==> src/rtl/hub75_scan_driver.sv <==
// HUB75 32x32 scan driver: fetches pixels, shifts bit planes, latches and lights row pairs (BCM).
// Optional HUB75_BRIGHTNESS_EN adds a brightness input that trims the oe-low window inside DISPLAY.
module hub75_scan_driver #(
    parameter int unsigned COLS       = 32,
    parameter int unsigned ROW_PAIRS  = 16,
    parameter int unsigned COLOR_BITS = 4,
    parameter int unsigned CLK_DIV    = 2,
    parameter int unsigned BASE_ON    = 64
) (
    input  logic                                      clk,
    input  logic                                      reset_n,
    input  logic                                      enable,
`ifdef HUB75_BRIGHTNESS_EN
    input  logic [7:0]                                brightness,
`endif
    output logic                                      fb_rd_en,
    output logic [$clog2(ROW_PAIRS)+$clog2(COLS)-1:0] fb_rd_addr,
    input  logic [6*COLOR_BITS-1:0]                   fb_rd_data,
    output logic                                      r1,
    output logic                                      g1,
    output logic                                      b1,
    output logic                                      r2,
    output logic                                      g2,
    output logic                                      b2,
    output logic                                      a,
    output logic                                      b,
    output logic                                      c,
    output logic                                      d,
    output logic                                      mclk,
    output logic                                      lat,
    output logic                                      oe,
    output logic                                      frame_done
);

    localparam int unsigned ROW_W    = $clog2(ROW_PAIRS);
    localparam int unsigned COL_W    = $clog2(COLS);
    localparam int unsigned PLANE_W  = (COLOR_BITS > 1) ? $clog2(COLOR_BITS) : 1;
    localparam int unsigned DISP_MAX = BASE_ON << (COLOR_BITS - 1);
    localparam int unsigned CNT_W    = $clog2(((DISP_MAX > CLK_DIV) ? DISP_MAX : CLK_DIV) + 1);

    localparam logic [COL_W-1:0]   COL_LAST   = COL_W'(COLS - 1);
    localparam logic [ROW_W-1:0]   ROW_LAST   = ROW_W'(ROW_PAIRS - 1);
    localparam logic [PLANE_W-1:0] PLANE_LAST = PLANE_W'(COLOR_BITS - 1);
    localparam logic [CNT_W-1:0]   DIV_LAST   = CNT_W'(CLK_DIV - 1);

    typedef enum logic [2:0] {
        IDLE,
        FETCH,
        WAIT,
        SHIFT_LO,
        SHIFT_HI,
        BLANK,
        LATCH,
        DISPLAY
    } state_t;

    state_t             state_q, state_d;
    logic [ROW_W-1:0]   row_q, row_d;
    logic [COL_W-1:0]   col_q, col_d;
    logic [PLANE_W-1:0] plane_q, plane_d;
    logic [CNT_W-1:0]   cnt_q, cnt_d;
    logic [ROW_W-1:0]   row_out_q, row_out_d;
    logic [5:0]         pix_q, pix_d;
    logic               frame_done_q, frame_done_d;
`ifdef HUB75_BRIGHTNESS_EN
    logic [CNT_W-1:0]   on_q, on_d;
    logic [CNT_W+7:0]   on_prod;
`endif

    logic [CNT_W-1:0]      disp_len;
    logic [CNT_W-1:0]      disp_last;
    logic [COLOR_BITS-1:0] ch_r1, ch_g1, ch_b1, ch_r2, ch_g2, ch_b2;

    assign ch_r1 = fb_rd_data[6*COLOR_BITS-1 -: COLOR_BITS];
    assign ch_g1 = fb_rd_data[5*COLOR_BITS-1 -: COLOR_BITS];
    assign ch_b1 = fb_rd_data[4*COLOR_BITS-1 -: COLOR_BITS];
    assign ch_r2 = fb_rd_data[3*COLOR_BITS-1 -: COLOR_BITS];
    assign ch_g2 = fb_rd_data[2*COLOR_BITS-1 -: COLOR_BITS];
    assign ch_b2 = fb_rd_data[COLOR_BITS-1 -: COLOR_BITS];

    assign disp_len  = CNT_W'(BASE_ON) << plane_q;
    assign disp_last = disp_len - CNT_W'(1);
`ifdef HUB75_BRIGHTNESS_EN
    assign on_prod   = (CNT_W+8)'(disp_len) * (CNT_W+8)'(brightness);
`endif

    always_ff @(posedge clk) begin
        if (!reset_n) begin
            state_q      <= IDLE;
            row_q        <= '0;
            col_q        <= '0;
            plane_q      <= '0;
            cnt_q        <= '0;
            row_out_q    <= '0;
            pix_q        <= '0;
            frame_done_q <= 1'b0;
`ifdef HUB75_BRIGHTNESS_EN
            on_q         <= '0;
`endif
        end else begin
            state_q      <= state_d;
            row_q        <= row_d;
            col_q        <= col_d;
            plane_q      <= plane_d;
            cnt_q        <= cnt_d;
            row_out_q    <= row_out_d;
            pix_q        <= pix_d;
            frame_done_q <= frame_done_d;
`ifdef HUB75_BRIGHTNESS_EN
            on_q         <= on_d;
`endif
        end
    end

    always_comb begin
        state_d      = state_q;
        row_d        = row_q;
        col_d        = col_q;
        plane_d      = plane_q;
        cnt_d        = cnt_q;
        row_out_d    = row_out_q;
        pix_d        = pix_q;
        frame_done_d = 1'b0;
`ifdef HUB75_BRIGHTNESS_EN
        on_d         = on_q;
`endif
        case (state_q)
            IDLE: begin
                if (enable) state_d = FETCH;
            end
            FETCH: begin
                state_d = WAIT;
            end
            WAIT: begin
                pix_d = {ch_r1[plane_q], ch_g1[plane_q], ch_b1[plane_q],
                         ch_r2[plane_q], ch_g2[plane_q], ch_b2[plane_q]};
                cnt_d   = '0;
                state_d = SHIFT_LO;
            end
            SHIFT_LO: begin
                if (cnt_q == DIV_LAST) begin
                    cnt_d   = '0;
                    state_d = SHIFT_HI;
                end else begin
                    cnt_d = cnt_q + 1'b1;
                end
            end
            SHIFT_HI: begin
                if (cnt_q == DIV_LAST) begin
                    cnt_d = '0;
                    if (col_q != COL_LAST) begin
                        col_d   = col_q + 1'b1;
                        state_d = FETCH;
                    end else begin
                        col_d   = '0;
                        state_d = BLANK;
                    end
                end else begin
                    cnt_d = cnt_q + 1'b1;
                end
            end
            BLANK: begin
                row_out_d = row_q;
                cnt_d     = '0;
                state_d   = LATCH;
            end
            LATCH: begin
                if (cnt_q == DIV_LAST) begin
                    cnt_d   = '0;
                    state_d = DISPLAY;
`ifdef HUB75_BRIGHTNESS_EN
                    on_d    = on_prod[CNT_W+7:8];
`endif
                end else begin
                    cnt_d = cnt_q + 1'b1;
                end
            end
            DISPLAY: begin
                // Advance happens on the last display cycle so the following state supplies the single blank cycle.
                if (cnt_q == disp_last) begin
                    cnt_d = '0;
                    if (plane_q == PLANE_LAST) begin
                        plane_d = '0;
                        if (row_q == ROW_LAST) begin
                            row_d        = '0;
                            frame_done_d = 1'b1;
                        end else begin
                            row_d = row_q + 1'b1;
                        end
                    end else begin
                        plane_d = plane_q + 1'b1;
                    end
                    state_d = enable ? FETCH : IDLE;
                end else begin
                    cnt_d = cnt_q + 1'b1;
                end
            end
            default: state_d = IDLE;
        endcase
    end

    always_comb begin
        fb_rd_en   = (state_q == FETCH);
        fb_rd_addr = {row_q, col_q};
        mclk       = (state_q == SHIFT_HI);
        lat        = (state_q == LATCH);
        oe         = 1'b1;
        if (state_q == DISPLAY) begin
`ifdef HUB75_BRIGHTNESS_EN
            oe = !(cnt_q < on_q);
`else
            oe = 1'b0;
`endif
        end
        {r1, g1, b1, r2, g2, b2} = pix_q;
        {d, c, b, a}             = 4'(row_out_q);
        frame_done               = frame_done_q;
    end

endmodule

==> config.mk <==
export PLATFORM = sky130hd
export DESIGN_NAME = hub75_scan_driver
export DESIGN_NICKNAME = d
export VERILOG_FILES = /design/src/rtl/hub75_scan_driver.sv
export SDC_FILE = /design/constraint.sdc
export NUM_CORES = 1
export LEC_CHECK = 0
export CORE_MARGIN = 3
export CORE_UTILIZATION = 45
export DETAILED_ROUTE_END_ITERATION = 7
export PLACE_DENSITY = 0.74
export RECOVER_POWER = 25
export SETUP_SLACK_MARGIN = 0.02
export SLEW_MARGIN = 15
export SYNTH_ARGS = -nofsm -noshare
export SYNTH_HDL_FRONTEND = slang
export SYNTH_SLANG_ARGS = --single-unit
==> constraint.sdc <==
create_clock -name clk -period 7.2 [get_ports clk]
set_input_delay 1.44 -clock clk [delete_from_list [all_inputs] [get_ports clk]]
set_output_delay 1.44 -clock clk [all_outputs]
set_load 0.05 [all_outputs]
# Yosys cells after proc, flatten, opt, wreduce, memory -nomap -nowiden
# Index checks and enable logic that the tools add are counted.
# op_classes
n_eq_ne	17
shifts	1
order_cmp	1
muxes	28
n_addsub	5
n_reduce_logical	9
# ops
cell	n
10-bit case mux with 3 select lines	1
3-bit case mux with 8 select lines	1
10-bit two-way mux	2
3-bit two-way mux	6
1-bit binary-select mux with 2-bit select	6
3-bit == test (second input constant)	4
10-bit by 1-bit adder with 10-bit output (second input constant)	1
10-bit by 1-bit == test with 1-bit output (second input constant)	1
10-bit == test	1
7-bit by 2-bit left shift with 10-bit output (first input constant)	1
10-bit by 1-bit subtractor with 10-bit output (second input constant)	1
1-bit two-way mux	9
3-bit by 2-bit == test with 1-bit output (second input constant)	2
2-bit inequality test (second input constant)	3
5-bit by 1-bit adder with 5-bit output (second input constant)	1
5-bit two-way mux	1
5-bit inequality test (second input constant)	1
5-bit AND reduction	1
4-bit by 1-bit adder with 4-bit output (second input constant)	1
4-bit == test (second input constant)	1
4-bit two-way mux	1
2-bit by 1-bit inequality test with 1-bit output (second input constant)	2
2-bit AND reduction	2
4-bit AND reduction	1
10 further kinds	10
# totals
wordCells	69
inputBits	27
ff_bits	35
out_inout_bits	24

# Depth between registers and ports, before layout
# depth
ltp_word	5
mapped_depth	9
depth_no_buf	7

# Worst setup path before layout
# OpenSTA, ideal clock, no wires.
# synth_path
kind	register to output
from	register state_q[0]
to	output port fb_rd_en
arrival_ns	1.529
path_slack_ns	4.231
stages_incl_launch_ff	4
path_buffers	1
path_cell_list	dfxtp_1 ha_1 clkbuf_1 nor2b_1
# synth_via
elab_chain_cells	1
# synth_rtl
element	line	text
from (decl)	57	state_t state_q, state_d;
from (signal assigned)	101	state_q <= state_d;
3-bit by 1-bit == test with 1-bit output	203	fb_rd_en = (state_q == FETCH);
to (decl)	16	output logic fb_rd_en,
# No other way between the ends.

==> run summary <==
TritonCTS built the clock tree. The logs give 1,706 for the number of global-route vias before repair and 0.29 ns for the clock latency on the worst-skew pair. The initial antenna violation count was 0. The run gives 321 as the final-stage net count. By count the netlist is led by 35 x sky130_fd_sc_hd__dfxtp_1, 35 x sky130_fd_sc_hd__nand2_1, 19 x sky130_fd_sc_hd__nor2_1, 14 x sky130_fd_sc_hd__a21oi_1, 13 x sky130_fd_sc_hd__ha_1. The full die area was 0.00537 mm².

The number of buffers added by the clock tree synthesis step is 5, and the setup slack on the worst flop-to-flop path is 4.29 ns. For hold timing, the worst endpoint is pix_q[4]$_SDFFE_PN0P_. Highest cell delay on the worst timing path: 0.73 ns. Library cell contributing the largest single delay on the critical path: sky130_fd_sc_hd__a222oi_1. At the pin with the least slew margin, the transition time is 1.04 ns.

Clock-pin slew of the registers on the worst-case setup and hold paths: 0.07 ns. The cell class contributing the biggest share of worst-path delay was buffers and inverters. The flow ran to the end, and the final reports show no timing, DRC or antenna violations.

After synthesis, the cell types taking the most area are sky130_fd_sc_hd__dfxtp_1 34%, sky130_fd_sc_hd__ha_1 8.0%, sky130_fd_sc_hd__mux4_2 6.6%. The number of post-CTS setup repair buffers is 0. The share of the clock period used by the worst path after layout came out at 0.521. The worst min-delay path class is flop to flop. The run gives 332 as the final cell count without fillers. Dividing the detail-routed wire length by the instance count gives 13.8 µm. For the number of hold buffers added after CTS, the log shows 0. The logs give 0.00316 ns for the clock tree skew after final layout and 35 for the number of clock sinks. The number of rows created at floorplan was 23.

The net count after synthesis is 274, and the die height is 73.3 µm. For the data arrival at the endpoint of the critical path, the log shows 3.94 ns. The first detailed-routing pass ran for 4 iterations. Setup repair after global routing left no endpoint under its margin. The first global-routing pass estimated 7.86 mm of wire.

The weighted congestion at the end of routability-driven global placement is 0.811, and the overall die width is 73.3 µm. STA puts the critical path data required time at 7.39 ns. Among all flip-flop cells after synthesis, the most frequent one is sky130_fd_sc_hd__dfxtp_1. Synthesis handed over a netlist of 234 instances.

The number of different library cells used by synthesis comes to 49. The maximum number of buffers from clock root to sink came out at 2. The worst flop-to-flop path startpoint was plane_q[0]$_SDFFE_PN0P_. The routed wire length is 4.59 mm, and the sequential element share of the synthesized area is 0.344. The combined area of all synthesized cells was 0.00204 mm²; the count of final hold-check violations was 0. Dividing total power by cell area gives a power density of 217 mW/mm². Traced cell by cell, the critical path runs through dlygate4sd3_1 > inv_1 > nor2_1 > a222oi_1 > clkbuf_2 > nor2_1. Measured in cells, the most critical reg-to-reg path has a length of 7. After synthesis the netlist holds a flip-flop and latch count of 35.

The critical path is of the primary input to flop type. For the deepest level of the CTS H-tree, the log shows 2. The routed layout has 1,805 vias.

The tools report the total count of max-transition violations in the final report as 0. The start point of the critical path is reset_n. Yosys mapped a number of flops with a built-in enable equal to 0. Dividing the detail-routed via count by the number of cells gives 5.44. The number of ports placed on the die boundary is 51, and the worst slew margin relative to its limit is 0.299.

In this run the critical register-to-register path is captured at row_q[3]$_SDFFE_PN0P_. The logs give 0 for the post-cts resize count and 0 for the DRC violation count after routing. The synthesis-to-finish area growth came out at 30.0%. The fraction of post-synthesis cell area in the top cell type by area came out at 0.344. The repair_antennas step left the layout with diodes totalling 0.

The number of placed instances, taps included, is 323. For the initial standard-cell utilization of the core, the log shows 0.488. The core area is 0.00417 mm².

In this run the most critical hold path is launched from pix_q[4]$_SDFFE_PN0P_. After the first detailed-routing iteration, the DRC count stood at 97. In this run the remaining antenna-violating nets after routing total 0. The number of buffers and inverters on the critical path is 3. Once detailed placement completed, the half-perimeter wirelength came to 3.48 mm. The worst hold path depth is 2, and the time the worst path needs with I/O delays and setup is 3.75 ns. Among the stages of the critical path, the cell type that occurs most often is sky130_fd_sc_hd__nor2_1.

The max-cap violation count was 0. The count of buffers added on input and output ports is 50. Static timing analysis puts the maximum clock frequency at 266 MHz. STA classifies the critical path startpoint as a primary input.

The fraction of final layout cells with drive strength greater than 1 is 0.0709. Hold is met by 0.457 ns. The CTS root buffer was sky130_fd_sc_hd__clkbuf_8. The setup TNS was 0 ns. The run gives 0.190 as the total global routing track utilization. The setup violation total in the final timing report was 0; the average footprint of a synthesized cell was 8.71 µm². The top cell type by total area after synthesis was sky130_fd_sc_hd__dfxtp_1. Entering global routing, the biggest net connects 24 pins. Async set-reset flop share out of synthesis: 0. The worst setup path is captured at a flop. Largest fanout on the critical path: 23.

For this run, the number of Yosys warnings is 0. The leakage power figure was 0.973 nW. The total grt overflow was 0. VDD sags by at most 0.115 mV.
==> placed cells by master, fill, tap and decap left out, types with 2 or more instances in the layout <==
| cell type | instances |
|---|---|
| sky130_fd_sc_hd__and2_1 | 2 |
| sky130_fd_sc_hd__nor2_1 | 19 |
| sky130_fd_sc_hd__nor2b_1 | 3 |
| sky130_fd_sc_hd__xnor2_1 | 8 |
| sky130_fd_sc_hd__a311oi_1 | 2 |
| sky130_fd_sc_hd__a21oi_1 | 14 |
| sky130_fd_sc_hd__inv_1 | 10 |
| sky130_fd_sc_hd__nor3_1 | 8 |
| sky130_fd_sc_hd__dfxtp_1 | 35 |
| sky130_fd_sc_hd__o21ai_0 | 2 |
| sky130_fd_sc_hd__ha_1 | 13 |
| sky130_fd_sc_hd__a211oi_1 | 3 |
| sky130_fd_sc_hd__or3_1 | 2 |
| sky130_fd_sc_hd__and3_1 | 2 |
| sky130_fd_sc_hd__clkdlybuf4s50_1 | 49 |
| sky130_fd_sc_hd__xor2_1 | 2 |
| sky130_fd_sc_hd__nand2b_1 | 4 |
| sky130_fd_sc_hd__clkbuf_8 | 7 |
| sky130_fd_sc_hd__nand4_1 | 3 |
| sky130_fd_sc_hd__a21o_1 | 2 |
| sky130_fd_sc_hd__a31oi_1 | 2 |
| sky130_fd_sc_hd__nor4_1 | 5 |
| sky130_fd_sc_hd__mux2i_1 | 10 |
| sky130_fd_sc_hd__and2_0 | 3 |
| sky130_fd_sc_hd__nand3_1 | 9 |
| sky130_fd_sc_hd__mux4_2 | 6 |
| sky130_fd_sc_hd__nand2_1 | 35 |
==> worst reg2reg max path: cells and delay by family, from the launching register on <==
family	cells	cell delay, ns
DFF	1	0.69
AOI/OAI and AO/OA	3	0.84
adders and majority gates	1	0.23
buffers and inverters	1	0.10
and+or+nand+nor	2	0.96
==> layer usage <==
layer	vias to the layer above	track usage	share of wire	wire [µm]
met5	-	0	0	0
met4	0	0.0765	0.017	80
met3	6	0.0698	0.074	341
met2	55	0.292	0.47	2140
met1	814	0.240	0.44	2020
li1	930	-	-	-
==> report_power, final <==
group	switching [mW]	leakage (nW)	internal, mW
sequential	0.0167	0.283	0.208
clock	0.0747	0.0505	0.0870
combinational	0.113	0.640	0.0753
total	0.205	0.973	0.370
==> per-stage QoR <==
stage                     area (µm²)  utilization  total power, mW  setup slack (ns)
after global placement          2550        0.612            0.411              3.15
after floorplan                 2040            -            0.358              4.23
final                           2650        0.635            0.575              3.45
after CTS                       2660        0.637            0.577              3.34
after global routing            2650        0.635            0.610              3.25
after detailed placement        2550        0.612            0.415              3.03
==> flip-flops by register name, summed over array words and instances, names as in the netlist <==
register,count
pix_q,6
row_out_q,4
col_q,5
row_q,4
cnt_q,10
state_q,3
plane_q,2
frame_done,1
==> layout make-up <==
type / count / area [µm²]
Inverter: 10 / 37.5
Clock buffer: 7 / 96.3
Timing Repair Buffer: 51 / 505
Sequential cell: 35 / 701
Tap cell: 50 / 62.6
Multi-Input combinational cell: 178 / 1240
Fill cell: 377 / 1520
Clock inverter: 1 / 7.51
==> worst max-delay path by stage <==
| stage | endpoint | cells after the start |
|---|---|---|
| floorplan | fb_rd_en | 3 |
| global placement | cnt_q[1]$_SDFFE_PN0P_ | 5 |
| detailed placement | cnt_q[5]$_SDFFE_PN0P_ | 5 |
| CTS | cnt_q[5]$_SDFFE_PN0P_ | 5 |
| global route | cnt_q[5]$_SDFFE_PN0P_ | 6 |
| finish | cnt_q[5]$_SDFFE_PN0P_ | 6 |
==> logic make-up after synthesis <==
logic type                 count (synthesis)  synth area share
and+or+nand+nor                          101             0.248
AOI/OAI and AO/OA                         37             0.123
DFF                                       35             0.344
buffers and inverters                     21            0.0411
muxes                                     17             0.121
adders and majority gates                 13            0.0798
xor gates and xnor gates                  10            0.0430
Power figures use the tool's default switching activity.
